## src/rtl/elevator_disp_pkg.sv

```systemverilog
// Shared types, segment encodings and digit helpers for the elevator floor display.
package elevator_disp_pkg;

    localparam int unsigned SEG_W = 7;
    localparam int unsigned VAL_W = 7;

    typedef enum logic [1:0] {
        STEADY = 2'd0,
        MOVE   = 2'd1,
        ARRIVE = 2'd2
    } disp_state_e;

    typedef struct packed {
        logic [3:0] tens;
        logic [3:0] units;
    } bcd_pair_t;

    // Segments active-high, bit6=a ... bit0=g
    localparam logic [SEG_W-1:0] SEG_0     = 7'b1111110;
    localparam logic [SEG_W-1:0] SEG_1     = 7'b0110000;
    localparam logic [SEG_W-1:0] SEG_2     = 7'b1101101;
    localparam logic [SEG_W-1:0] SEG_3     = 7'b1111001;
    localparam logic [SEG_W-1:0] SEG_4     = 7'b0110011;
    localparam logic [SEG_W-1:0] SEG_5     = 7'b1011011;
    localparam logic [SEG_W-1:0] SEG_6     = 7'b1011111;
    localparam logic [SEG_W-1:0] SEG_7     = 7'b1110000;
    localparam logic [SEG_W-1:0] SEG_8     = 7'b1111111;
    localparam logic [SEG_W-1:0] SEG_9     = 7'b1111011;
    localparam logic [SEG_W-1:0] SEG_BLANK = 7'b0000000;

    function automatic logic [SEG_W-1:0] bcd_to_seg(input logic [3:0] bcd);
        logic [SEG_W-1:0] s;
        case (bcd)
            4'd0:    s = SEG_0;
            4'd1:    s = SEG_1;
            4'd2:    s = SEG_2;
            4'd3:    s = SEG_3;
            4'd4:    s = SEG_4;
            4'd5:    s = SEG_5;
            4'd6:    s = SEG_6;
            4'd7:    s = SEG_7;
            4'd8:    s = SEG_8;
            4'd9:    s = SEG_9;
            default: s = SEG_BLANK;
        endcase
        return s;
    endfunction

    // Split 0..99 into tens/units with constant compares instead of a divider
    function automatic bcd_pair_t split_val(input logic [VAL_W-1:0] val);
        bcd_pair_t        d;
        logic [VAL_W-1:0] rem;
        d = '0;
        for (int unsigned i = 1; i <= 9; i++) begin
            if (val >= VAL_W'(10 * i)) begin
                d.tens = 4'(i);
            end
        end
        rem     = val - VAL_W'(d.tens) * VAL_W'(10);
        d.units = 4'(rem);
        return d;
    endfunction

endpackage

```

## src/rtl/disp_prescaler.sv

```systemverilog
// Free-running modulo-DIV counter with enable, synchronous clear and terminal-count pulse.
module disp_prescaler #(
    parameter int unsigned DIV = 2
) (
    input  logic clk_i,
    input  logic rst_i,
    input  logic clr_i,
    input  logic en_i,
    output logic tc_c_o
);

    localparam int unsigned    CNT_W = (DIV > 1) ? $clog2(DIV) : 1;
    localparam logic [CNT_W-1:0] LAST = CNT_W'(DIV - 1);

    logic [CNT_W-1:0] cnt_q;
    logic [CNT_W-1:0] cnt_d;

    // Terminal count ignores clr so callers may derive clr from it without a loop
    always_comb begin
        cnt_d  = cnt_q;
        tc_c_o = en_i && (cnt_q == LAST);
        if (clr_i) begin
            cnt_d = '0;
        end else if (en_i) begin
            cnt_d = (cnt_q == LAST) ? '0 : cnt_q + CNT_W'(1);
        end
    end

    always_ff @(posedge clk_i) begin
        if (rst_i) begin
            cnt_q <= '0;
        end else begin
            cnt_q <= cnt_d;
        end
    end

endmodule

```

## src/rtl/elevator_display_ctrl.sv

```systemverilog
// Two-digit multiplexed floor indicator with move blink and arrival flash.
// Define DISP_LEADING_ZERO_EN to show a leading "0" instead of a blank tens digit.
module elevator_display_ctrl
    import elevator_disp_pkg::*;
#(
    parameter int unsigned NUM_FLOORS     = 3,
    parameter int unsigned FLOOR_W        = 7,
    parameter int unsigned BLINK_DIV      = 25000000,
    parameter int unsigned SCAN_DIV       = 50000,
    parameter int unsigned ARRIVE_FLASHES = 3
) (
    input  logic               clock,
    input  logic               reset,
    input  logic [FLOOR_W-1:0] floor,
    input  logic               floor_vld,
    input  logic               moving,
    output logic [6:0]         seg,
    output logic [1:0]         dig_en,
    output logic               err
);

    localparam int unsigned      CMP_W        = FLOOR_W + 1;
    localparam logic [CMP_W-1:0] NUM_FLOORS_C = CMP_W'(NUM_FLOORS);
    localparam int unsigned      FLASH_W      = $clog2(ARRIVE_FLASHES + 1);
    localparam logic [FLASH_W-1:0] FLASH_LAST = FLASH_W'(ARRIVE_FLASHES);

    disp_state_e        state_q, state_d;
    logic [FLOOR_W-1:0] floor_q, floor_d;
    logic               err_q, err_d;
    logic               phase_q, phase_d;
    logic [FLASH_W-1:0] flash_cnt_q, flash_cnt_d;
    logic               scan_sel_q, scan_sel_d;
    logic [SEG_W-1:0]   seg_q, seg_d;
    logic [1:0]         dig_en_q, dig_en_d;

    logic               floor_ok_c;
    logic               blink_tc_c;
    logic               scan_tc_c;
    logic               blink_en_c;
    logic               state_entry_c;
    logic               disp_on_c;
    logic [VAL_W-1:0]   val_c;
    bcd_pair_t          digits_c;
    logic [SEG_W-1:0]   tens_seg_c;
    logic [SEG_W-1:0]   digit_seg_c;

    assign blink_en_c = (state_q != STEADY);

    disp_prescaler #(.DIV(BLINK_DIV)) u_blink (
        .clk_i  (clock),
        .rst_i  (reset),
        .clr_i  (state_entry_c),
        .en_i   (blink_en_c),
        .tc_c_o (blink_tc_c)
    );

    disp_prescaler #(.DIV(SCAN_DIV)) u_scan (
        .clk_i  (clock),
        .rst_i  (reset),
        .clr_i  (1'b0),
        .en_i   (1'b1),
        .tc_c_o (scan_tc_c)
    );

    // Floor latch: out-of-range index keeps the last good floor and raises err
    always_comb begin
        floor_d    = floor_q;
        err_d      = err_q;
        floor_ok_c = ({1'b0, floor} < NUM_FLOORS_C);
        if (floor_vld) begin
            if (floor_ok_c) begin
                floor_d = floor;
                err_d   = 1'b0;
            end else begin
                err_d   = 1'b1;
            end
        end
    end

    // Arrival flash counts each off->on phase edge; moving always wins
    always_comb begin
        state_d     = state_q;
        flash_cnt_d = flash_cnt_q;
        phase_d     = phase_q;
        case (state_q)
            STEADY: begin
                if (moving) state_d = MOVE;
            end
            MOVE: begin
                if (!moving) begin
                    state_d     = ARRIVE;
                    flash_cnt_d = '0;
                end
            end
            ARRIVE: begin
                if (moving) begin
                    state_d = MOVE;
                end else if (blink_tc_c && !phase_q) begin
                    if (flash_cnt_q + FLASH_W'(1) == FLASH_LAST) begin
                        state_d = STEADY;
                    end else begin
                        flash_cnt_d = flash_cnt_q + FLASH_W'(1);
                    end
                end
            end
            default: state_d = STEADY;
        endcase

        state_entry_c = (state_d != state_q);
        if (state_entry_c) begin
            phase_d = 1'b1;
        end else if (blink_tc_c) begin
            phase_d = !phase_q;
        end
    end

    // Digit decode and output staging
    always_comb begin
        val_c      = VAL_W'(floor_q) + VAL_W'(1);
        digits_c   = split_val(val_c);
`ifdef DISP_LEADING_ZERO_EN
        tens_seg_c = bcd_to_seg(digits_c.tens);
`else
        tens_seg_c = (digits_c.tens == 4'd0) ? SEG_BLANK : bcd_to_seg(digits_c.tens);
`endif
        digit_seg_c = scan_sel_q ? tens_seg_c : bcd_to_seg(digits_c.units);
        disp_on_c   = (state_q == STEADY) || phase_q;
        seg_d       = disp_on_c ? digit_seg_c : SEG_BLANK;
        dig_en_d    = scan_sel_q ? 2'b10 : 2'b01;
        scan_sel_d  = scan_tc_c ? !scan_sel_q : scan_sel_q;
    end

    always_ff @(posedge clock) begin
        if (reset) begin
            state_q     <= STEADY;
            floor_q     <= '0;
            err_q       <= 1'b0;
            phase_q     <= 1'b1;
            flash_cnt_q <= '0;
            scan_sel_q  <= 1'b0;
            seg_q       <= SEG_1;
            dig_en_q    <= 2'b01;
        end else begin
            state_q     <= state_d;
            floor_q     <= floor_d;
            err_q       <= err_d;
            phase_q     <= phase_d;
            flash_cnt_q <= flash_cnt_d;
            scan_sel_q  <= scan_sel_d;
            seg_q       <= seg_d;
            dig_en_q    <= dig_en_d;
        end
    end

    assign seg    = seg_q;
    assign dig_en = dig_en_q;
    assign err    = err_q;

endmodule

```

## config.mk

```make
export PLATFORM = sky130hd
export DESIGN_NAME = elevator_display_ctrl
export DESIGN_NICKNAME = d
export VERILOG_FILES = /design/src/rtl/elevator_disp_pkg.sv /design/src/rtl/disp_prescaler.sv /design/src/rtl/elevator_display_ctrl.sv
export SDC_FILE = /design/constraint.sdc
export NUM_CORES = 1
export LEC_CHECK = 0
export CORE_AREA = 2 2 115 117
export CTS_CLUSTER_SIZE = 14
export DETAILED_ROUTE_END_ITERATION = 8
export DIE_AREA = 0 0 117 119
export GPL_TIMING_DRIVEN = 1
export PLACE_DENSITY = 0.48
export SLEW_MARGIN = 20
export SYNTH_ARGS = -nofsm -noshare
export SYNTH_HDL_FRONTEND = slang
export SYNTH_SLANG_ARGS = --single-unit
```

## constraint.sdc

```tcl
create_clock -name clock -period 5.36 [get_ports clock]
set_input_delay 1.072 -clock clock [delete_from_list [all_inputs] [get_ports clock]]
set_output_delay 1.072 -clock clock [all_outputs]
set_load 0.05 [all_outputs]
```

* Yosys cells after proc, flatten, opt, wreduce, memory -nomap -nowiden
Memory sizes are Yosys's and may differ from the RTL's. Cells that the tools add are included.
Word-level totals: flip-flop bits (word level) 64, ROM bits 224, bits of input ports 11, output and inout port bits 10, word-level logic and storage cells 80, memories 2
Operators by class: $add $sub $neg 5, multipliers 1, magnitude comparators 10, equality and inequality tests 10, multiplexer cells 26, bitwise logic cells 1, reductions and logical operators 14
Memory list:
- (name not given) | depth 16, bits a word 7, read ports 1, clocked after memory_dff 0, write ports 0, line elevator_disp_pkg.sv:33 | case (bcd)
- (name not given) | depth 16, bits a word 7, read ports 1, clocked after memory_dff 0, write ports 0, line elevator_disp_pkg.sv:33
Operator list (count):
- 2-to-1 mux 4 bit | 8
- adder 25 x 1 -> 25 bit (second input constant) | 1
- == test 25 bit (second input constant) | 1
- 2-to-1 mux 25 bit | 1
- >= comparator 7 x 6 -> 1 bit (second input constant) | 3
- >= comparator 7 bit (second input constant) | 3
- 2-to-1 mux 2 bit | 10
- adder 16 x 1 -> 16 bit (second input constant) | 1
- == test 16 bit (second input constant) | 1
- >= comparator 7 x 5 -> 1 bit (second input constant) | 2
- 2-to-1 mux 7 bit | 2
- inequality test 2 bit (second input constant) | 4
- adder 7 x 1 -> 7 bit (second input constant) | 1
- >= comparator 7 x 4 -> 1 bit (second input constant) | 1
- < comparator 7 x 2 -> 1 bit (second input constant) | 1
- 2-to-1 mux 6 bit | 1
- one-hot mux 2 bit (3 select lines) | 1
- OR reduction 2 bit | 3
- AND reduction 5 bit | 1
- == test 2 bit (second input constant) | 2
- logical NOT 4 bit | 1
- multiplier 4 x 3 -> 3 bit (second input constant) | 1
- one-hot mux 2 bit (2 select lines) | 1
- nonzero test 2 bit | 2
- 11 further kinds | 14

* Longest topological paths before layout
Gate-level depths: netlist of run 1. An unclocked memory read counts as a cell.
depth in word-level cells 16, depth in mapped cells 18, gate-level depth less buffers 16

* Modules after synthesis
From an unflattened synthesis of run 1, not the netlist that was laid out.
Second synthesis, totals: cell total of the unflattened synthesis 462, area, all modules 3905.0 sq um
By module, submodules not included:
- elevator_display_ctrl | times used 1, cells each 240, area an instance 1986.9 sq um, seq. area each 460.4 sq um
- disp_prescaler at u_blink | times used 1, cells each 138, area an instance 1177.4 sq um, seq. area each 500.5 sq um
- disp_prescaler at u_scan | times used 1, cells each 84, area an instance 740.7 sq um, seq. area each 320.3 sq um

* Worst setup path after synthesis of run 1
Ideal clock, no wire load.
kind register -> register, start point register floor_q[1], end point register seg_q[3], in the netlist seg[3], library setup time 0.082 ns, data arrival time 3.998 ns, required time 5.278 ns, path slack 1.280 ns, cell stages (with the launch flop) 18, path buffers 2, clock period less this slack 4.080 ns, cell sequence dfxtp_1 buf_2 inv_1 ha_1 clkbuf_1 nor4bb_1 a311oi_1 nor3b_1 nor4_1 o21a_1 o22a_1 o21ai_0 ha_1 fa_1 xor2_1 xnor2_2 mux2_1 o221ai_1
Between the ends: longest elaborated chain between the ends 15, elaborated cells on any way between the ends 26, classes of those cells add/sub: 2; mul: 1; order compare: 9; mux: 11; reduce/logical: 1; memory: 2
RTL lines:
- start: declaration | line elevator_display_ctrl.sv:28 | logic [FLOOR_W-1:0] floor_q, floor_d;
- start signal: assignment | line elevator_display_ctrl.sv:145 | floor_q <= floor_d;
- adder 7 x 1 -> 7 bit (*) | line elevator_display_ctrl.sv:119 | val_c = VAL_W'(floor_q) + VAL_W'(1);
- >= comparator 7 x 4 -> 1 bit | line elevator_disp_pkg.sv:55 | if (val >= VAL_W'(10 * i)) begin
- 2-to-1 mux 1 bit | line elevator_disp_pkg.sv:55
- 2-to-1 mux 4 bit (8 in series) | line elevator_disp_pkg.sv:55
- multiplier 4 x 3 -> 3 bit | line elevator_disp_pkg.sv:59 | rem = val - VAL_W'(d.tens) * VAL_W'(10);
- subtractor 4 bit | line elevator_disp_pkg.sv:59
- memory read (16 x 7 bit)
- 2-to-1 mux 7 bit (*) | line elevator_display_ctrl.sv:126 | digit_seg_c = scan_sel_q ? tens_seg_c : bcd_to_seg(digits_c.units);
- end signal: assignment | line elevator_display_ctrl.sv:150 | seg_q <= seg_d;
- end: declaration | line elevator_display_ctrl.sv:33 | logic [SEG_W-1:0] seg_q, seg_d;
Mark *: on every way between the ends. The rest lies on a longest branch, timed or not. A chain may end at the register's enable or synchronous reset.

* Final worst setup path of run 1
start point register floor_q[1], end point register seg_q[6], in the netlist seg[6]
The elaborated chain is that of the path after synthesis.

==> results of run 1 <==
==> layer usage <==
layer  part of all wire, %  wire length [µm]  vias up  track usage [%]
met5                     0                 0        -                0
met4                   1.7               133        0             3.90
met3                   3.4               264       14             2.70
met2                    48              3690       45             19.9
met1                    47              3630     1428             14.8
li1                      -                 -     1591                -
==> worst max-delay path by stage <==
stage	startpoint	endpoint	slack, ns
after floorplan	floor_q[1]$_SDFFE_PP0P_	seg[3]$_SDFF_PP0_	1.28
after global placement	floor_q[1]$_SDFFE_PP0P_	seg[6]$_SDFF_PP0_	0.99
after detailed placement	floor_q[1]$_SDFFE_PP0P_	seg[6]$_SDFF_PP0_	0.83
after CTS	floor_q[1]$_SDFFE_PP0P_	seg[6]$_SDFF_PP0_	0.80
after global routing	floor_q[1]$_SDFFE_PP0P_	seg[6]$_SDFF_PP0_	0.33
final	floor_q[1]$_SDFFE_PP0P_	seg[6]$_SDFF_PP0_	0.81
==> report_power, final <==
part / internal, mW / leakage, nW / switching [mW]
logic: 0.0169 / 0.909 / 0.0231
clock network: 0.419 / 0.154 / 0.201
registers: 0.480 / 0.517 / 0.00370
total: 0.917 / 1.58 / 0.228
==> cell type report <==
class                           count  share of cell area, %
Clock buffer                       13                   5.73
Inverter                           21                   1.81
Clock inverter                      3                   1.49
Sequential cell                    64                   29.3
Tap cell                          176                   5.04
Timing Repair Buffer               22                   4.93
Multi-Input combinational cell    348                   51.7
==> synth_stat cells (4+ instances only) <==
cell type / instances
a211oi_1: 5
a21oi_1: 19
and2_1: 7
and3_1: 10
buf_4: 4
clkbuf_1: 13
dfxtp_1: 64
ha_1: 18
inv_1: 21
mux2i_1: 6
nand2_1: 40
nand2b_1: 4
nand3_1: 15
nand3b_1: 5
nand4_1: 10
nor2_1: 72
nor3_1: 6
nor4_1: 4
nor4b_1: 4
o211ai_1: 4
o21ai_0: 12
or2_2: 5
or3_1: 5
xnor2_1: 23
xor2_1: 23
==> flip-flops by register name, summed over array words and instances, names as in the netlist, 2 cells and up <==
name           flops
dig_en             2
flash_cnt_q        2
floor_q            7
seg                7
state_q            2
u_blink.cnt_q     25
u_scan.cnt_q      16
==> kinds of logic after synthesis <==
family	share of synthesized area, %
buffers and inverters	5.23
AND/OR/NAND/NOR	26.7
AO/OA/AOI/OAI	12.7
flip-flops	34.3
XOR/XNOR	11.7
adder cells (fa/ha/maj)	6.84
multiplexers	2.51
==> cells in the final DEF, fill, tap and decap left out, types with 3 or more instances in the layout <==
cell type and instances:
ha_1 18, nand2b_1 4, or2_2 5, o31ai_1 3
nand3_1 15, o21ai_0 12, and2_1 7, xor2_1 23
o21a_1 3, nor2_1 72, mux2i_1 6, o22ai_1 3
and3_1 10, or3_1 5, clkdlybuf4s50_1 20, a31o_2 3
nand3b_1 5, dfxtp_1 64, a21oi_1 19, nand4_1 10
nor3_1 6, xnor2_1 23, nand2_1 40, inv_1 21
o211ai_1 4, a211oi_1 5, nor4_1 4, clkbuf_16 9
and4_1 3, clkbuf_1 3, nor4b_1 4
==> worst reg2reg max path, cell delays in order, from the launching register on <==
cell and delay [ns]:
dfxtp_1 0.54, ha_1 0.62, nor4bb_1 0.31, a311oi_1 0.08, nor3b_1 0.16, nor4_1 0.48
o21a_1 0.17, o22a_1 0.11, o21ai_0 0.17, ha_1 0.26, fa_1 0.37, xor2_1 0.20
xnor2_2 0.43, mux2_1 0.39, o221ai_1 0.19
==> through the flow <==
stage	area, µm²	power (mW)	hold slack [ns]
after floorplan	3730	0.520	0.413
after global placement	4050	0.534	0.427
after detailed placement	4050	0.535	0.438
after CTS	4370	1.17	0.445
after global routing	4370	1.19	0.483
final	4370	1.14	0.441
==> flow_summary.toml, run 1 <==
[place]
post-place-ws_ns = 0.828
io_buffers = 20
dp_hpwl_um = 5580
dp.cells = 631
gp_congestion = 0.869

[cells_and_area]
multi_input_area_mm2 = 0.00226
regArea_mm2 = 0.00128
drive_gt1_share_pct = 6.58
layout.nets = 496
final_cells = 647
fill_cells = 1352
final_util_pct = 33.9
antenna_cells = 0
synthToLayoutAreaGrowth_pct = 17.0

[cts]
cts.repair.resized = 0
cts_buffers = 9
clockBufferDepth = 2
cts_setup_buffers = 0
cts-root-buf = "clkbuf_16"
cts_tree = "done"
cts_max_level = 3
clk_latency_ns = 0.32
cts.sinks = 64
holdBufCountCts = 0
clkTransAtPathRegs_ns = 0.05

[route]
vias = 3078
totalWireLength_um = 7720
post_drt_via_cell_ratio = 4.76
drc = 0
drtIter0Drc = 110
wl_per_cell_um = 11.9
antenna_left = 0
firstDrtPassIters = 4

[floorplanning]
die_h_um = 119
core-area_mm2 = 0.0129
die-area_mm2 = 0.0139
initial_core_util_pct = 29.0
rows = 42
io-pin-count = 21
die_w_um = 117

[critical_path]
cp_max_fo = 15
worstPathRequired_ns = 5.60
r2r_slack_ns = 0.81
crit_top_cell = "ha_1"
critPathLaunchType = "flip-flop"
crit_family = "adder cells"
crit_arrival_ns = 4.79
path_depth = 14
crit_chain = "ha_1 > nor4bb_1 > a311oi_1 > nor3b_1 > nor4_1 > o21a_1 > o22a_1 > o21ai_0 > ha_1 > fa_1 > xor2_1 > xnor2_2 > mux2_1 > o221ai_1"
cp-end-kind = "flip-flop"
r2r-end = "seg[6]$_SDFF_PP0_"
rr_worst_depth = 14
path_class = "reg2reg"
critPathMaxStageDelay_ns = 0.61
cp_num_buf_inv = 0
critical-path-slowest-cell = "ha_1"
reg2reg_from = "floor_q[1]$_SDFFE_PP0P_"

[run_status]
outcome = "complete, no violations"

[run]
max-cap-violations = 0

[grt]
grt_max_degree = 26
grt_pass1_vias = 3030
grt_usage_pct = 11.8
grt_pass1_wl_um = 13500
antenna_found_initial = 0
grt_overflow_total = 0

[sta]
slew_violations = 0
finalSetupViolations = 0
finalSetupTns_ns = 0
rsz0062_at_grt = "false"
hold_viol = 0
max_clock_freq_mhz = 220
finalWorstSetupSlack_ns = 0.814
finClkSkew_ns = 0.00574
relSlewSlack_pct = 56.0
worst_pin_slew_ns = 0.658
min_period_over_period_pct = 84.8
period_minus_slack_ns = 4.55

[power_and_ir_drop]
leakage_nw = 1.58
ir_drop_mv = 0.143
powerDensity_mw_per_mm2 = 262

[logic_synthesis]
ys_warn_count = 0
synth_edf_count = 0
ys_ff_latch = 64
synth_ff_type = "dfxtp_1"
netlist_area_mm2 = 0.00373
ys_async_sr_fraction_pct = 0
synth_top_cell_by_area = "dfxtp_1"
synth_cell_type_count = 61
netlist_instances = 455
syn_area_per_cell_um2 = 8.20
synthTopCellsByArea = "dfxtp_1 34%, nor2_1 7.2%, ha_1 6.0%"
seq_area_frac_synth_pct = 34.3
synth_top_area_share_pct = 34.3
syn_nets = 485

[hold_path]
hold_depth = 1
min_path_type = "reg2reg"
hp-start = "u_scan.cnt_q[0]$_SDFF_PP0_"
hold_end = "u_scan.cnt_q[0]$_SDFF_PP0_"
(Power assumes the default switching activity.)
==> run 2, diff against run 1 <==
clock period = 4.24 ns   (was 5.36 ns; I/O delays follow)
==> flow_summary.toml, run 2 (same netlist as run 1, synthesis figures left out) <==
[cells_and_area]
layout_commonest_cell = "nor2_1"
largest_reg_flops = 25
largest_register = "u_blink.cnt_q"
synthToLayoutAreaGrowth_pct = 18.4
finalInstanceArea_mm2 = 0.00442
drive_gt1_share_pct = 8.54
final_cell_mix = "72 x nor2_1, 64 x dfxtp_1, 40 x nand2_1"
fill_cells = 1327
layout.nets = 506
antenna_cells = 0
reg.largest.list = "u_blink.cnt_q x25, u_scan.cnt_q x16"

[critical_path]
cp_max_fo = 18
worstPathRequired_ns = 4.48
critPathLaunchType = "flip-flop"
path_class = "reg2reg"
crit_arrival_ns = 4.09
cp-end-kind = "flip-flop"

[place]
post-place-ws_ns = 0.295
io_buffers = 20
gp_congestion = 0.830
placed_area_mm2 = 0.00412
dp_hpwl_um = 5810

[grt]
grt_pass1_vias = 3039
grt_usage_pct = 12.4
grt_overflow_total = 0
antenna_found_initial = 0
grt_pass1_wl_um = 14000
grt_max_degree = 26

[sta]
worst_pin_slew_ns = 0.570
max_clock_freq_mhz = 260
period_minus_slack_ns = 3.84
slew_violations = 0
finalSetupTns_ns = 0
rsz0062_at_grt = "false"
finClkSkew_ns = 0.00673
finalWorstSetupSlack_ns = 0.395
min_period_over_period_pct = 90.7
holdWs_ns = 0.437
relSlewSlack_pct = 61.7
finalSetupViolations = 0
hold_viol = 0

[route]
vias = 3142
drc = 0
post_drt_via_cell_ratio = 4.79
totalWireLength_um = 8020
wl_per_cell_um = 12.2
antenna_left = 0
firstDrtPassIters = 5
drtIter0Drc = 110

[floorplanning]
die_h_um = 119
core-area_mm2 = 0.0129
initial_core_util_pct = 29.0
io-pin-count = 21
die_w_um = 117
rows = 42
die-area_mm2 = 0.0139

[cts]
cts_tree = "done"
cts_setup_buffers = 0
clockBufferDepth = 2
cts-root-buf = "clkbuf_16"
cts_buffers = 9
clkTransAtPathRegs_ns = 0.06
cts.sinks = 64
cts_max_level = 3
clk_latency_ns = 0.33

[run_status]
outcome = "complete, no violations"

[power_and_ir_drop]
power_mw = 1.38
leakage_nw = 1.61
powerDensity_mw_per_mm2 = 313
ir_drop_mv = 0.158

[run]
max-cap-violations = 0

[hold_path]
min_path_type = "reg2reg"
run 2: cell count changes in the layout (fill, tap and decap cells not counted):
cell | before | now
clkbuf_1 | 3 | 2
ha_1 | 18 | 17
ha_2 | 0 | 1
buf_4 | 2 | 11
clkinvlp_4 | 0 | 1
bufinv_16 | 2 | 1
xnor2_1 | 23 | 24
run 2: layout make-up:
cell class              instances  area (µm²)  share of cell area (%)
multi-input cells             349        2270                    51.3
flip-flops and latches         64        1280                    29.0
repair buffers                 31         283                    6.40
clock buffers                  12         246                    5.58
well taps                     176         220                    4.98
inverters                      21        78.8                    1.78
clock inverters                 3        42.5                   0.963
run 2: worst paths after layout:
| path | from | to | slack, ns | cells past startpoint |
|---|---|---|---|---|
| max | floor_q[3]$_SDFFE_PP0P_ | seg[3]$_SDFF_PP0_ | 0.40 | 12 |
| max reg2reg | floor_q[3]$_SDFFE_PP0P_ | seg[3]$_SDFF_PP0_ | 0.40 | 12 |
| min | u_scan.cnt_q[0]$_SDFF_PP0_ | u_scan.cnt_q[0]$_SDFF_PP0_ | 0.44 | 1 |
| min reg2reg | u_scan.cnt_q[0]$_SDFF_PP0_ | u_scan.cnt_q[0]$_SDFF_PP0_ | 0.44 | 1 |
run 2: repair_timing:
item,in CTS,in global routing
resized for setup,0,1
endpoints found under the setup margin,0,5
hold buffers,0,0
run 2: power by group:
part	internal [mW]	switching [mW]	leakage, nW
registers	0.608	0.00446	0.517
logic	0.0222	0.0294	0.955
clock network	0.466	0.251	0.139
total	1.10	0.285	1.61
run 2: critical path, cell delays in order (launching register included):
cell and delay (ns):
dfxtp_1 0.68, and4_4 0.33, a41oi_1 0.16, nor4_1 0.47, o21a_1 0.17, o22a_1 0.11, o21ai_0 0.10, ha_1 0.21
fa_1 0.38, xor2_1 0.34, xnor2_2 0.21, mux2_1 0.39, o221ai_1 0.19
run 2: stage by stage:
step / std cells / util [%]
after floorplan: 455 / -
after global placement: 640 / 32.0
after detailed placement: 640 / 32.0
after CTS: 655 / 34.2
after global routing: 656 / 34.3
final: 656 / 34.3
run 2: metal layers:
| layer | part of all wire, % | vias up | global-route usage [%] |
|---|---|---|---|
| met5 | 0 | - | 0 |
| met4 | 2.0 | 0 | 4.19 |
| met3 | 2.4 | 11 | 3.61 |
| met2 | 49 | 42 | 20.0 |
| met1 | 47 | 1478 | 15.9 |
| li1 | - | 1611 | - |
